### config.mk
export PLATFORM = sky130hd
export DESIGN_NAME = serial_paralelo_rx_flat
export DESIGN_NICKNAME = d
export VERILOG_FILES = /design/src/rtl/serial_paralelo_rx_pkg.sv /design/src/rtl/serial_paralelo_rx_if.sv /design/src/rtl/serial_paralelo_rx_comma_detect.sv /design/src/rtl/serial_paralelo_rx.sv /design/src/flat_wrapper.sv
export SDC_FILE = /design/constraint.sdc
export NUM_CORES = 1
export LEC_CHECK = 0
export CAP_MARGIN = 0
export CORE_UTILIZATION = 30
export CTS_CLUSTER_DIAMETER = 30
export CTS_CLUSTER_SIZE = 28
export DETAILED_ROUTE_END_ITERATION = 8
export SLEW_MARGIN = 20
export SYNTH_ARGS = -nofsm -noshare
export SYNTH_HDL_FRONTEND = slang
export SYNTH_HIERARCHICAL = 1
export SYNTH_SLANG_ARGS = --single-unit
### constraint.sdc
create_clock -name clk_32f -period 1.67 [get_ports clk_32f]
set_input_delay 0.4175 -clock clk_32f [delete_from_list [all_inputs] [get_ports clk_32f]]
set_output_delay 0.4175 -clock clk_32f [all_outputs]
set_load 0.02 [all_outputs]
### src/rtl/serial_paralelo_rx_pkg.sv
// Shared constants and state encoding for the serial-to-parallel lane receiver.
package serial_paralelo_rx_pkg;

  localparam logic [7:0] COMMA = 8'hBC;

  typedef enum logic [1:0] {
    HUNT  = 2'd0,
    ALIGN = 2'd1,
    SYNC  = 2'd2
  } rx_state_t;

endpackage

### src/rtl/serial_paralelo_rx_if.sv
// Lane bus: serial bit in, aligned byte stream out toward the unstriping stage.
interface serial_paralelo_rx_if;
  logic       data_in;
  logic [7:0] data_out;
  logic       valid_out;
  logic       byte_stb;
  logic       active;

  // master feeds the serial bit and consumes bytes; slave is the receiver
  modport master (output data_in, input data_out, input valid_out, input byte_stb, input active);
  modport slave  (input data_in, output data_out, output valid_out, output byte_stb, output active);
endinterface

### src/rtl/serial_paralelo_rx_comma_detect.sv
// Combinational match of the current 8-bit window against the comma symbol.
module serial_paralelo_rx_comma_detect
  import serial_paralelo_rx_pkg::*;
(
  input  logic [7:0] word_i,
  output logic       is_comma_o
);
  assign is_comma_o = (word_i == COMMA);
endmodule

### src/rtl/serial_paralelo_rx.sv
// Single-lane receiver: hunts for comma alignment, then emits one byte slot every 8 bits.
module serial_paralelo_rx
  import serial_paralelo_rx_pkg::*;
#(
  parameter int unsigned BC_NEEDED = 4
) (
  input  logic                 clk_32f,
  input  logic                 reset_L,
  serial_paralelo_rx_if.slave  rx
);

  localparam logic [3:0] BC_TGT    = 4'(BC_NEEDED);
  localparam bit         ONE_COMMA = (BC_NEEDED == 1);

  rx_state_t  state_q;
  logic [7:0] shift_q;
  logic [2:0] bit_cnt_q;
  logic [3:0] bc_cnt_q;
  logic [7:0] data_out_q;
  logic       valid_out_q;
  logic       byte_stb_q;
  logic       active_q;

  logic [7:0] word_d;
  logic       is_comma;

  assign word_d = {shift_q[6:0], rx.data_in};

  serial_paralelo_rx_comma_detect u_comma (
    .word_i     (word_d),
    .is_comma_o (is_comma)
  );

  always_ff @(posedge clk_32f or negedge reset_L) begin
    if (!reset_L) begin
      state_q     <= HUNT;
      shift_q     <= '0;
      bit_cnt_q   <= '0;
      bc_cnt_q    <= '0;
      data_out_q  <= '0;
      valid_out_q <= 1'b0;
      byte_stb_q  <= 1'b0;
      active_q    <= 1'b0;
    end else begin
      shift_q <= word_d;
      case (state_q)
        HUNT: begin
          byte_stb_q <= 1'b0;
          // Any bit offset may start alignment; the comma's last bit sets the phase
          if (is_comma) begin
            bit_cnt_q <= '0;
            bc_cnt_q  <= 4'd1;
            if (ONE_COMMA) begin
              state_q  <= SYNC;
              active_q <= 1'b1;
            end else begin
              state_q <= ALIGN;
            end
          end
        end
        ALIGN: begin
          byte_stb_q <= 1'b0;
          bit_cnt_q  <= bit_cnt_q + 3'd1;
          if (bit_cnt_q == 3'd7) begin
            if (is_comma) begin
              if (bc_cnt_q + 4'd1 == BC_TGT) begin
                bc_cnt_q <= BC_TGT;
                state_q  <= SYNC;
                active_q <= 1'b1;
              end else begin
                bc_cnt_q <= bc_cnt_q + 4'd1;
              end
            end else begin
              bc_cnt_q <= '0;
              state_q  <= HUNT;
            end
          end
        end
        SYNC: begin
          bit_cnt_q <= bit_cnt_q + 3'd1;
          // Lock is sticky; a comma in a slot marks it idle and keeps the last data
          if (bit_cnt_q == 3'd7) begin
            byte_stb_q <= 1'b1;
            if (is_comma) begin
              valid_out_q <= 1'b0;
            end else begin
              data_out_q  <= word_d;
              valid_out_q <= 1'b1;
            end
          end else begin
            byte_stb_q <= 1'b0;
          end
        end
        default: state_q <= HUNT;
      endcase
    end
  end

  assign rx.data_out  = data_out_q;
  assign rx.valid_out = valid_out_q;
  assign rx.byte_stb  = byte_stb_q;
  assign rx.active    = active_q;

endmodule
### src/flat_wrapper.sv
// flat-port wrapper written by rule: the top's interface ports become plain ports
module serial_paralelo_rx_flat import serial_paralelo_rx_pkg::*;
#(
  parameter int unsigned BC_NEEDED = 4
)
  (clk_32f, reset_L, rx_data_in, rx_data_out, rx_valid_out, rx_byte_stb, rx_active);
  serial_paralelo_rx_if rx_i ();
  input  logic clk_32f;
  input  logic reset_L;
  input wire logic [$bits(rx_i.data_in)-1:0] rx_data_in;
  output wire logic [$bits(rx_i.data_out)-1:0] rx_data_out;
  output wire logic [$bits(rx_i.valid_out)-1:0] rx_valid_out;
  output wire logic [$bits(rx_i.byte_stb)-1:0] rx_byte_stb;
  output wire logic [$bits(rx_i.active)-1:0] rx_active;
  assign rx_i.data_in = rx_data_in;
  assign rx_data_out = rx_i.data_out;
  assign rx_valid_out = rx_i.valid_out;
  assign rx_byte_stb = rx_i.byte_stb;
  assign rx_active = rx_i.active;
  serial_paralelo_rx #(.BC_NEEDED(BC_NEEDED)) u_core (.clk_32f(clk_32f), .reset_L(reset_L), .rx(rx_i));
endmodule
==> results of run 1 <==
## critical path, delay by kind of cell (launching register included)
family	cells	cell delay (ps)
AOI/OAI and AO/OA	1	180
buffers and inverters	2	370
DFF	1	400
and+or+nand+nor	3	570
## through the flow
| stage | TNS (ps) | std cells | utilization [%] | area, µm² | power (µW) |
|---|---|---|---|---|---|
| after detailed placement | -6410 | 177 | 37.7 | 1520 | 868 |
| after global routing | -3.22 | 182 | 40.5 | 1630 | 1310 |
| after CTS | -10.9 | 182 | 39.3 | 1580 | 1250 |
| final | 0 | 182 | 40.5 | 1630 | 1250 |
| after global placement | -5060 | 177 | 37.7 | 1520 | 861 |
| after floorplan | 0 | 108 | - | 1270 | 814 |
## Yosys cell counts, types with 2 or more instances
library cell and count:
a21oi_1 3, a22o_1 3, a32o_1 2, buf_2 4
dfrtp_1 27, ha_1 8, inv_1 6, mux2_2 8
nand2_1 10, nand3_1 4, nor2_1 2, nor2b_1 2
nor3b_1 2, o21ai_0 10, o31ai_1 3
## worst paths after layout
check | cells past startpoint | end | slack (ps)
worst max register to register | 6 | u_core/bc_cnt_q[0] | 80
max in group asynchronous | 2 | u_core/rx.data_out[5] | 920
worst max-delay path | 6 | u_core/bc_cnt_q[0] | 80
worst min-delay path | 0 | u_core/shift_q[6] | 400
min in group asynchronous | 2 | u_core/rx.data_out[1] | 490
worst min register to register | 0 | u_core/shift_q[6] | 400
## power breakdown
group | total [µW] | switching (µW) | internal [µW] | leakage (µW)
clock | 383 | 216 | 168 | 0.0000255
combinational | 158 | 95.1 | 62.5 | 0.000451
sequential | 708 | 26.0 | 682 | 0.000349
total | 1250 | 337 | 913 | 0.000825
## cell type report
class | instances | area [µm²] | area share (%)
Inverter | 6 | 22.5 | 1.38
Timing Repair Buffer | 24 | 224 | 13.7
Clock buffer | 3 | 41.3 | 2.53
Sequential cell | 27 | 676 | 41.4
Multi-Input combinational cell | 71 | 602 | 36.9
Tap cell | 50 | 62.6 | 3.83
Clock inverter | 1 | 5.00 | 0.307
## what timing repair did
item,in CTS,in global routing
resized for setup,8,17
pin swaps,1,1
endpoints found under the setup margin,20,22
hold buffers,0,0
buffers inserted,1,0
## flip-flops by register name (all words and copies together) (netlist names)
signal	flops
u_core/bc_cnt_q	4
u_core/bit_cnt_q	3
u_core/rx.active	1
u_core/rx.byte_stb	1
u_core/rx.data_out	8
u_core/rx.valid_out	1
u_core/shift_q	7
u_core/state_q	2
## routing by layer
metal	track usage [%]	up-vias	routed length, µm
met1	14.9	449	1120
met2	21.9	25	1280
li1	-	435	-
met5	0	-	0
met4	8.78	0	76
met3	2.57	7	121
## logic make-up after synthesis
family | after synthesis | share of synthesized area [%]
simple gates | 27 | 12.4
flops | 27 | 53.1
compound gates | 26 | 14.7
buf+inv | 10 | 3.35
mux | 9 | 7.87
fa+ha+maj | 8 | 7.87
xor+xnor | 1 | 0.689
==> impl.org, run 1 <==
** Synth
- For this run, the number of Yosys warnings is 6.
- Of all flip-flops after synthesis, the portion carrying an async set or reset was 100%.
- Number of distinct library cell variants in the gate-level netlist after synthesis :: 29
- After synthesis the netlist holds a flip-flop and latch count of 27.
- Cell area after synthesis :: 0.00127 mm²
- Avg Inst Size Synth :: 11.8 µm²
- Number of synthesized flops with an enable pin :: 0
- The largest total area in the synthesized netlist belongs to dfrtp_1.
- Main area contributors after synthesis :: dfrtp_1 53%, ha_1 7.9%, mux2_2 7.1%, o21ai_0 3.9%, nand2_1 3.0%
- In the synthesized netlist, the number of instances is 108.
- For this run, the register share of the synthesized area comes to 53.1%.
- The synthesized design devotes to its leading area cell type 53.1% of total area.
- When the netlist entered floorplanning its net count stood at 119.
- The most used flip-flop cell after synthesis is dfrtp_1.

** Global route
- Entering global routing, the biggest net connects 28 pins.
- Total grt overflow :: 0
- The number of global-route vias before repair is 944.
- The first global-routing pass estimated 4310 µm of wire.
- Global routing used 13.1% of the available tracks.
- The number of antenna violations at the first check in global routing came to 0.

** Pwr
- Power per unit of standard cell area :: 765 mW/mm²
- For this design the static power due to leakage is 0.000825 µW.
- Peak supply drop :: 369 µV

** Timing
- After layout, the minimum clock period comes to 1590 ps.
- Final Skew :: 2.24 ps
- Fin worst setup slack :: 75.1 ps
- Final-report setup violation count :: 0
- Final Cycle Share :: 95.5%
- Setup repair after global routing missed its margin :: yes
- Worst slew margin relative to its limit :: 76.4%
- FMAX :: 627 MHz
- The final max-slew violation count was 0.
- The count of endpoints failing hold in the final timing report is 0.
- Worst-Margin Slew :: 351 ps
- Hold WS :: 404 ps

** Drt
- After detailed routing, the average wire length per cell comes to 14.3 µm.
- Initial DRC count :: 17
- Wires add up to 2590 µm.
- In the routed layout, each cell is associated on average with a via count of 5.03.
- The count of nets left with antenna violations once routing finished came out at 0.
- Final routed DRC violation total :: 0
- Number of optimization iterations in the first detailed-route pass :: 4
- Number of vias in the routed layout :: 916

** Worst setup path
- Crit-path cells :: nand4b_1 -> nor4_4 -> buf_4 -> nand3_2 -> buf_4 -> o31ai_1
- Data arrives at the worst endpoint at 1790 ps.
- Required time of the worst setup path :: 1860 ps
- Nature of the critical path startpoint :: register
- Nature of the critical path endpoint :: register
- By startpoint and endpoint, the worst setup path is classified as reg -> reg.
- Crit path largest cell delay :: 400 ps
- Most used cell, CP :: buf_4
- The startpoint identified for the worst register-to-register timing path is u_core/shift_q[5].
- Of all nets on the critical path, the largest fanout is 5.
- Start point of the critical path :: u_core/shift_q[5]
- Slowest stage cell, crit path :: dfrtp_1

** Cells and area
- After the last flow step, the layout net total stands at 144.
- Most common cell after layout, fill and taps aside :: dfrtp_1
- In the layout the commonest cells are 27 x dfrtp_1, 11 x buf_4, 10 x nand2_1, 8 x o21ai_0, 8 x mux2_2.
- Synthesis-to-layout area growth :: 28.4%
- The post-route netlist has 25.8% of its cells at a drive strength greater than 1.
- 0 antenna diodes ended up in the layout.
- Final-layout fill cell count :: 393

** Die
- The floorplan step defined a die boundary enclosing 0.00450 mm².
- Width of the die :: 67.1 µm
- Floorplan die height :: 67.1 µm
- The floorplan has 23 rows.
- For this configuration, the core starts out at a cell density of 31.6%.
- Core ar. :: 0.00403 mm²
- Total I/O pin count :: 14

** Run
- Across the run, the number of max-cap violations was 0.

** Clocking
- The tree is rooted in a clkbuf_8.
- Clock tree from TritonCTS :: done
- CTS saw 27 sinks.
- In this run the number of H-tree levels came out at 1.
- Bufs on Longest Clock Path :: 2
- Worst-path clk slew :: 90 ps
- Clock latency on the worst-skew pair :: 280 ps
- Num CTS Buffers :: 3

** Placement
- Placer's final routability congestion estimate :: 0.767
- After legalization and detailed placement, the total HPWL measured 1730 µm.
- Before CTS, the worst setup slack after placement is -413 ps.
- Number of port buffers :: 13

** Outcome
- Run status :: finished clean

** Min path
- Worst Hold Launch :: u_core/shift_q[5]
- Kind of path behind the tightest hold check :: reg -> reg
(Power assumes the default switching activity.)
==> run 2: changes to the inputs <==
--- a/config.mk
+++ b/config.mk
@@ -10,6 +10,7 @@
 export CTS_CLUSTER_DIAMETER = 30
 export CTS_CLUSTER_SIZE = 28
 export DETAILED_ROUTE_END_ITERATION = 8
+export REMOVE_ABC_BUFFERS = 1
 export SLEW_MARGIN = 20
 export SYNTH_ARGS = -nofsm -noshare
 export SYNTH_HDL_FRONTEND = slang
==> run 2 against run 1 <==
Net effect:
- the flow now finishes with violations (setup timing)
- worst hold slack improved by 4.7 ps
- first-iteration DRC count rose by 24%
- wire length rose by 1.2%
- core utilization rose by 1.4 points
- critical path depth did not move
- fmax fell by 5.0%
- clock power rose by 1%
- critical path type unchanged
- largest cell class unchanged
==> impl.org, run 2 (synthesized netlist as in run 1, its figures left out) <==
** Outcome
- The run finished, with violations left.
- The final reports fail on setup timing.

** Cells and area
- Most used cells in the layout excluding fill and tap cells :: 27 x dfrtp_1, 8 x dlygate4sd2_1, 8 x nand2_1, 7 x buf_4
- Core occupancy in the finished layout :: 41.9% (+1.4 points)
- Synthesis-to-layout area growth :: 32.9%
- Antenna fix cells :: 0 (unchanged)
- Number of flip-flops in the largest register :: 8 (unchanged)
- The filler-free cell count of the finished design is 181 (-0.55%).
- The total of fill cells in the finished design came to 375 (-4.6%).
- Total area of sequential cells :: 676 µm² (unchanged)
- The multi-input logic area is 664 µm² (+10%).
- Most common cell after layout, fill and taps aside :: dfrtp_1
- The count of nets after finishing was 143 (-0.69%).
- The fraction of layout instances using a drive strength above 1 came to 30.5% (+4.8 points).

** Drt
- The DRC marker count from the first detailed-route iteration came to 21 (+4).
- Number of vias in the routed layout :: 910 (-0.66%)
- Final routed DRC violation total :: 0 (unchanged)
- Detail-routed via count per cell :: 5.03 (-0.11%)
- The routed length per placed instance is 14.5 µm (+1.7%).
- The remaining antenna violation count is 0 (unchanged).
- The routed wire length was 2620 µm (+1.2%).
- Number of optimization iterations in the first detailed-route pass :: 4 (unchanged)

** Placement
- The number of placed cells counting well taps was 175 (-1.1%).
- The quantity of I/O buffers inserted on ports came to 13 (unchanged).
- The global placement routability congestion came to 0.767 (about the same).
- Pre-CTS setup slack :: -416 ps (-3.40 ps)
- The half-perimeter wire length of the detailed placement result is 1770 µm (+2.6%).

** Worst setup path
- Start point of the critical path :: u_core/shift_q[5]
- Start of the worst register-to-register path :: u_core/shift_q[5]
- Signal arrival time at the worst endpoint :: 1840 ps (+50 ps)
- The maximum fanout count along the critical path was 6 (+1).
- Crit path kind :: reg -> reg
- Nature of the critical path endpoint :: register
- The worst-case reg-to-reg path depth came to 6 (unchanged).
- Nature of the critical path startpoint :: register
- Required time of the worst setup path :: 1830 ps (-30 ps)
- The worst register-to-register path ends at u_core/bit_cnt_q[2].
- Register-to-register setup slack :: -9 ps (-80 ps)

** Global route
- The overall track demand over capacity in global routing was 13.1% (about the same).
- The global route total overflow came to 0 (unchanged).
- Via count of the first global-routing pass :: 941 (-0.32%)
- Global-route wire length before repair :: 4400 µm (+2.3%)
- The maximum number of pins on one net before global-route repair is 28 (unchanged).
- Antenna violations before repair :: 0 (unchanged)

** Timing
- The upper clock frequency limit came to 596 MHz (-5.0%).
- The final setup violation count is 2 (+2).
- Final Cycle Share :: 101% (+5.1 points)
- Fin worst setup slack :: -9.26 ps (-84.4 ps)
- Clock period minus final worst setup slack :: 1680 ps (+84.4 ps)
- Worst-Margin Slew :: 344 ps (-6.32 ps)
- The count of endpoints failing hold in the final timing report is 0 (unchanged).
- Final Skew :: 8.64 ps (+6.41 ps)
- Setup repair after global routing could not meet its margin everywhere.
- The final max-slew violation count was 0 (unchanged).
- Worst slew margin relative to its limit :: 77.0% (+0.67 points)
- The post-route worst hold slack was 409 ps (+4.68 ps).

** Die
- Width of the die :: 67.1 µm (unchanged)
- Floorplan die height :: 67.1 µm (unchanged)
- Total I/O pin count :: 14 (unchanged)
- Total die area :: 0.00450 mm² (unchanged)
- The core region area is 0.00403 mm² (unchanged).
- The number of cell rows is 23 (unchanged).
- Effective utilization at floorplan :: 31.6% (unchanged)

** Min path
- Kind of path behind the tightest hold check :: reg -> reg
- Hold path endpoint :: u_core/shift_q[6]
- Worst Hold Launch :: u_core/shift_q[5]
- Worst hold path cell count :: 0 (unchanged)

** Clocking
- Clock tree root buffer cell :: clkbuf_8
- Num CTS Buffers :: 3 (unchanged)
- Deepest level of the CTS H-tree :: 1 (unchanged)
- The number of sinks on the clock net is 27 (unchanged).
- Worst-path clk slew :: 100 ps (about the same)
- The largest buffer count on any clock path came to 2 (unchanged).
- Clock latency on the worst-skew pair :: 270 ps (about the same)
- Clock tree from TritonCTS :: done

** Pwr
- Clock power frac :: 29.7% (-1.0 points)
- Switching power total :: 361 µW (+7.2%)
- The sequential fraction of design power came to 54.2% (-2.5 points).
- The internal power consumption was 945 µW (+3.5%).
- Switching share of power :: 27.6% (+0.70 points)
- Leakage power :: 0.000810 µW (-1.8%)
- The power share of the combinational group is 16.1% (+3.5 points).
- Peak supply drop :: 421 µV (+14%)
- Power per unit of standard cell area :: 773 mW/mm² (+1.1%)

** Run
- The max-capacitance violation count is 0 (unchanged).
## run 2: cell types whose count changed in the layout (fill, tap and decap cells not counted), sizes merged
cell and delta:
dlygate4sd2 +3, dlymetal6s2s -3, buf -2, clkinv -1
inv +1, nand3 +1
## run 2: power by group through the flow
stage / clock network, µW / registers (µW) / logic [µW]
finish: 388 / 708 / 210
global route: 454 / 713 / 229
CTS: 408 / 708 / 165
detailed placement: 0 / 721 / 162
global placement: 0 / 719 / 157
floorplan: 0 / 714 / 98.1
## run 2: how the worst max path moves through the flow
stage / endpoint / slack, ps / cells past startpoint
after floorplan: u_core/rx.data_out[0] / -160 / 5
after global placement: u_core/rx.data_out[3] / -370 / 5
after detailed placement: u_core/rx.data_out[5] / -420 / 5
after CTS: rx_active / 3 / 1
after global routing: u_core/state_q[1] / -150 / 6
final: u_core/bit_cnt_q[2] / -9 / 6
## run 2: area by class of cell
class / instances / area share (%)
Clock buffer: 3 / 2.44
Clock inverter: 1 / 0.519
Inverter: 6 / 1.33
Multi-Input combinational cell: 72 / 39.3
Sequential cell: 27 / 40.0
Tap cell: 50 / 3.70
Timing Repair Buffer: 22 / 12.7
## run 2: timing repair
item,in CTS,in global routing
setup buffers,0,1
endpoints found under the setup margin,24,21
pin swaps,2,8
cloned,0,1
hold buffers,0,0
gates resized for setup,11,29
## run 2: routing by layer
layer | up-vias | routed length [µm] | global-route usage (%)
li1 | 432 | - | -
met1 | 454 | 1150 | 16.0
met2 | 20 | 1350 | 22.8
met3 | 4 | 85 | 2.05
met4 | 0 | 34 | 5.05
met5 | - | 0 | 0
## run 2: per-stage QoR
step           setup TNS (ps)  power [µW]  cell area [µm²]
2_1_floorplan           -1690         812             1250
3_3_place_gp            -5620         876             1520
3_5_place_dp            -6520         883             1520
4_1_cts                     0        1280             1580
5_1_grt                 -1730        1400             1690
6_report                -12.8        1310             1690
## run 2: critical path: stages (launching register included)
cell and delay [ps]:
dfrtp_1 400, nand4b_1 250, nor4_4 300, nand2b_4 210, buf_12 120, o21ai_4 60
a32o_1 220
==> RTL change (flow settings as in run 1) <==
Take the reset off `shift_q` and load it in a clocked block of its own.
--- a/src/rtl/serial_paralelo_rx.sv
+++ b/src/rtl/serial_paralelo_rx.sv
@@ -34,7 +34,6 @@
   always_ff @(posedge clk_32f or negedge reset_L) begin
     if (!reset_L) begin
       state_q     <= HUNT;
-      shift_q     <= '0;
       bit_cnt_q   <= '0;
       bc_cnt_q    <= '0;
       data_out_q  <= '0;
@@ -42,7 +41,6 @@
       byte_stb_q  <= 1'b0;
       active_q    <= 1'b0;
     end else begin
-      shift_q <= word_d;
       case (state_q)
         HUNT: begin
           byte_stb_q <= 1'b0;
@@ -96,6 +94,10 @@
     end
   end
 
+  always_ff @(posedge clk_32f) begin
+    shift_q <= word_d;
+  end
+
   assign rx.data_out  = data_out_q;
   assign rx.valid_out = valid_out_q;
   assign rx.byte_stb  = byte_stb_q;
Behaviour: same outputs for any inputs over 10 cycles, from zero or initial values and one cycle with reset_L low; that may be too few to reach the edited logic, so the function may still have changed.
==> RTL change against run 1 <==
- clock power is 2% lower
- largest cell class unchanged
- routed wire length is 10% lower
- sequential cell count stayed put
- area after synthesis is 2.8% lower
- setup slack better by 28 ps
- maximum frequency is 1.8% higher
- power is 3.6% higher
- cell area is 3.1% lower
- sequential power is 1% higher
==> RTL change: results (changes against run 1) <==
Commonest cells post-synth dfrtp_1 (20), nand2_1 (10), o21ai_0 (10) (was dfrtp_1 (27), nand2_1 (10), o21ai_0 (10)); Slew HR 78.0% (was 76.4%); worst hold start u_core/shift_q[3]$_DFF_P_ (was u_core/shift_q[5]$_DFF_PN0_); DR WL/cell 12.9 um (was 14.3 um); maximum VDD drop 0.583 mV (was 0.369 mV); fin crit share 93.8% (was 95.5%); FF+latch area 644 um2 (was 676 um2); top post-synthesis cells by area dfrtp_1 (40%), dfxtp_1 (11%), ha_1 (8.1%), mux2_2 (7.3%), o21ai_0 (4.0%) (was dfrtp_1 (53%), ha_1 (7.9%), mux2_2 (7.1%), o21ai_0 (3.9%), nand2_1 (3.0%)); vias in the first global route 905 (was 944); Data buffer area share 14.4% (was 13.7%); RR Startpoint u_core/bit_cnt_q[0]$_DFFE_PN0P_ (was u_core/shift_q[5]$_DFF_PN0_); delay-heaviest family, CP adder cells (was simple AND/OR/NAND/NOR gates); r2r endpoint u_core/state_q[0]$_DFFE_PN0P_ (was u_core/bc_cnt_q[0]$_DFFE_PN0P_); Met3 Wirelength 90 um (was 121 um); met2 Use GR 19.1% (was 21.9%); Placed Cells 173 (was 177); layout cells sized above 1 28.0% (was 25.8%); Leak 0.000803 uW (was 0.000825 uW); outcome finished, final reports clean (unchanged); fillers 375 (was 393); post-CTS sizing 9 (was 8); Placed Area 0.00147 mm2 (was 0.00152 mm2); dpl hpwl 1670 um (was 1730 um); Hold WS 365 ps (was 404 ps); CP Max Fanout 8 (was 5); Layout Cells excl Fill 180 (was 182); Avg Cell Area, Syn 11.4 um2 (was 11.8 um2); Async SR Flop Fraction 74.1% (was 100%); GRT met3 Usage 3.10% (was 2.57%); routability congestion estimate 0.817 (was 0.767); first-pass GRT wire length 4240 um (was 4310 um); Via density 4.83 (was 5.03); largest net degree at the start of global routing 21 (was 28); clk_skew 3.67 ps (was 2.24 ps); met1 Use GR 18.0% (was 14.9%); wl on met1 1200 um (was 1120 um)
==> RTL change: cell count changes after synthesis, sizes merged <==
| cell | delta |
|---|---|
| dfrtp | -7 |
| dfxtp | +7 |
==> RTL change: report_power, final <==
group / leakage, uW / internal, uW / switching, uW
sequential: 0.000327 / 688 / 29.6
clock: 0.0000217 / 169 / 205
combinational: 0.000455 / 81.9 / 120
total: 0.000803 / 939 / 355
==> RTL change: per-stage QoR <==
stage,total power [uW],utilization (%)
final,1290,41.7
after global routing,1370,41.7
after CTS,1310,40.4
after detailed placement,917,38.6
after global placement,907,38.6
after floorplan,856,-
==> RTL change: cell families after synthesis <==
group                    synth area share [%]
XOR/XNOR                                0.709
buffers and inverters                    3.44
flip-flops                               51.8
multiplexers                             8.10
adder cells (fa/ha/maj)                  8.10
AND/OR/NAND/NOR                          12.8
AO/OA/AOI/OAI                            15.1
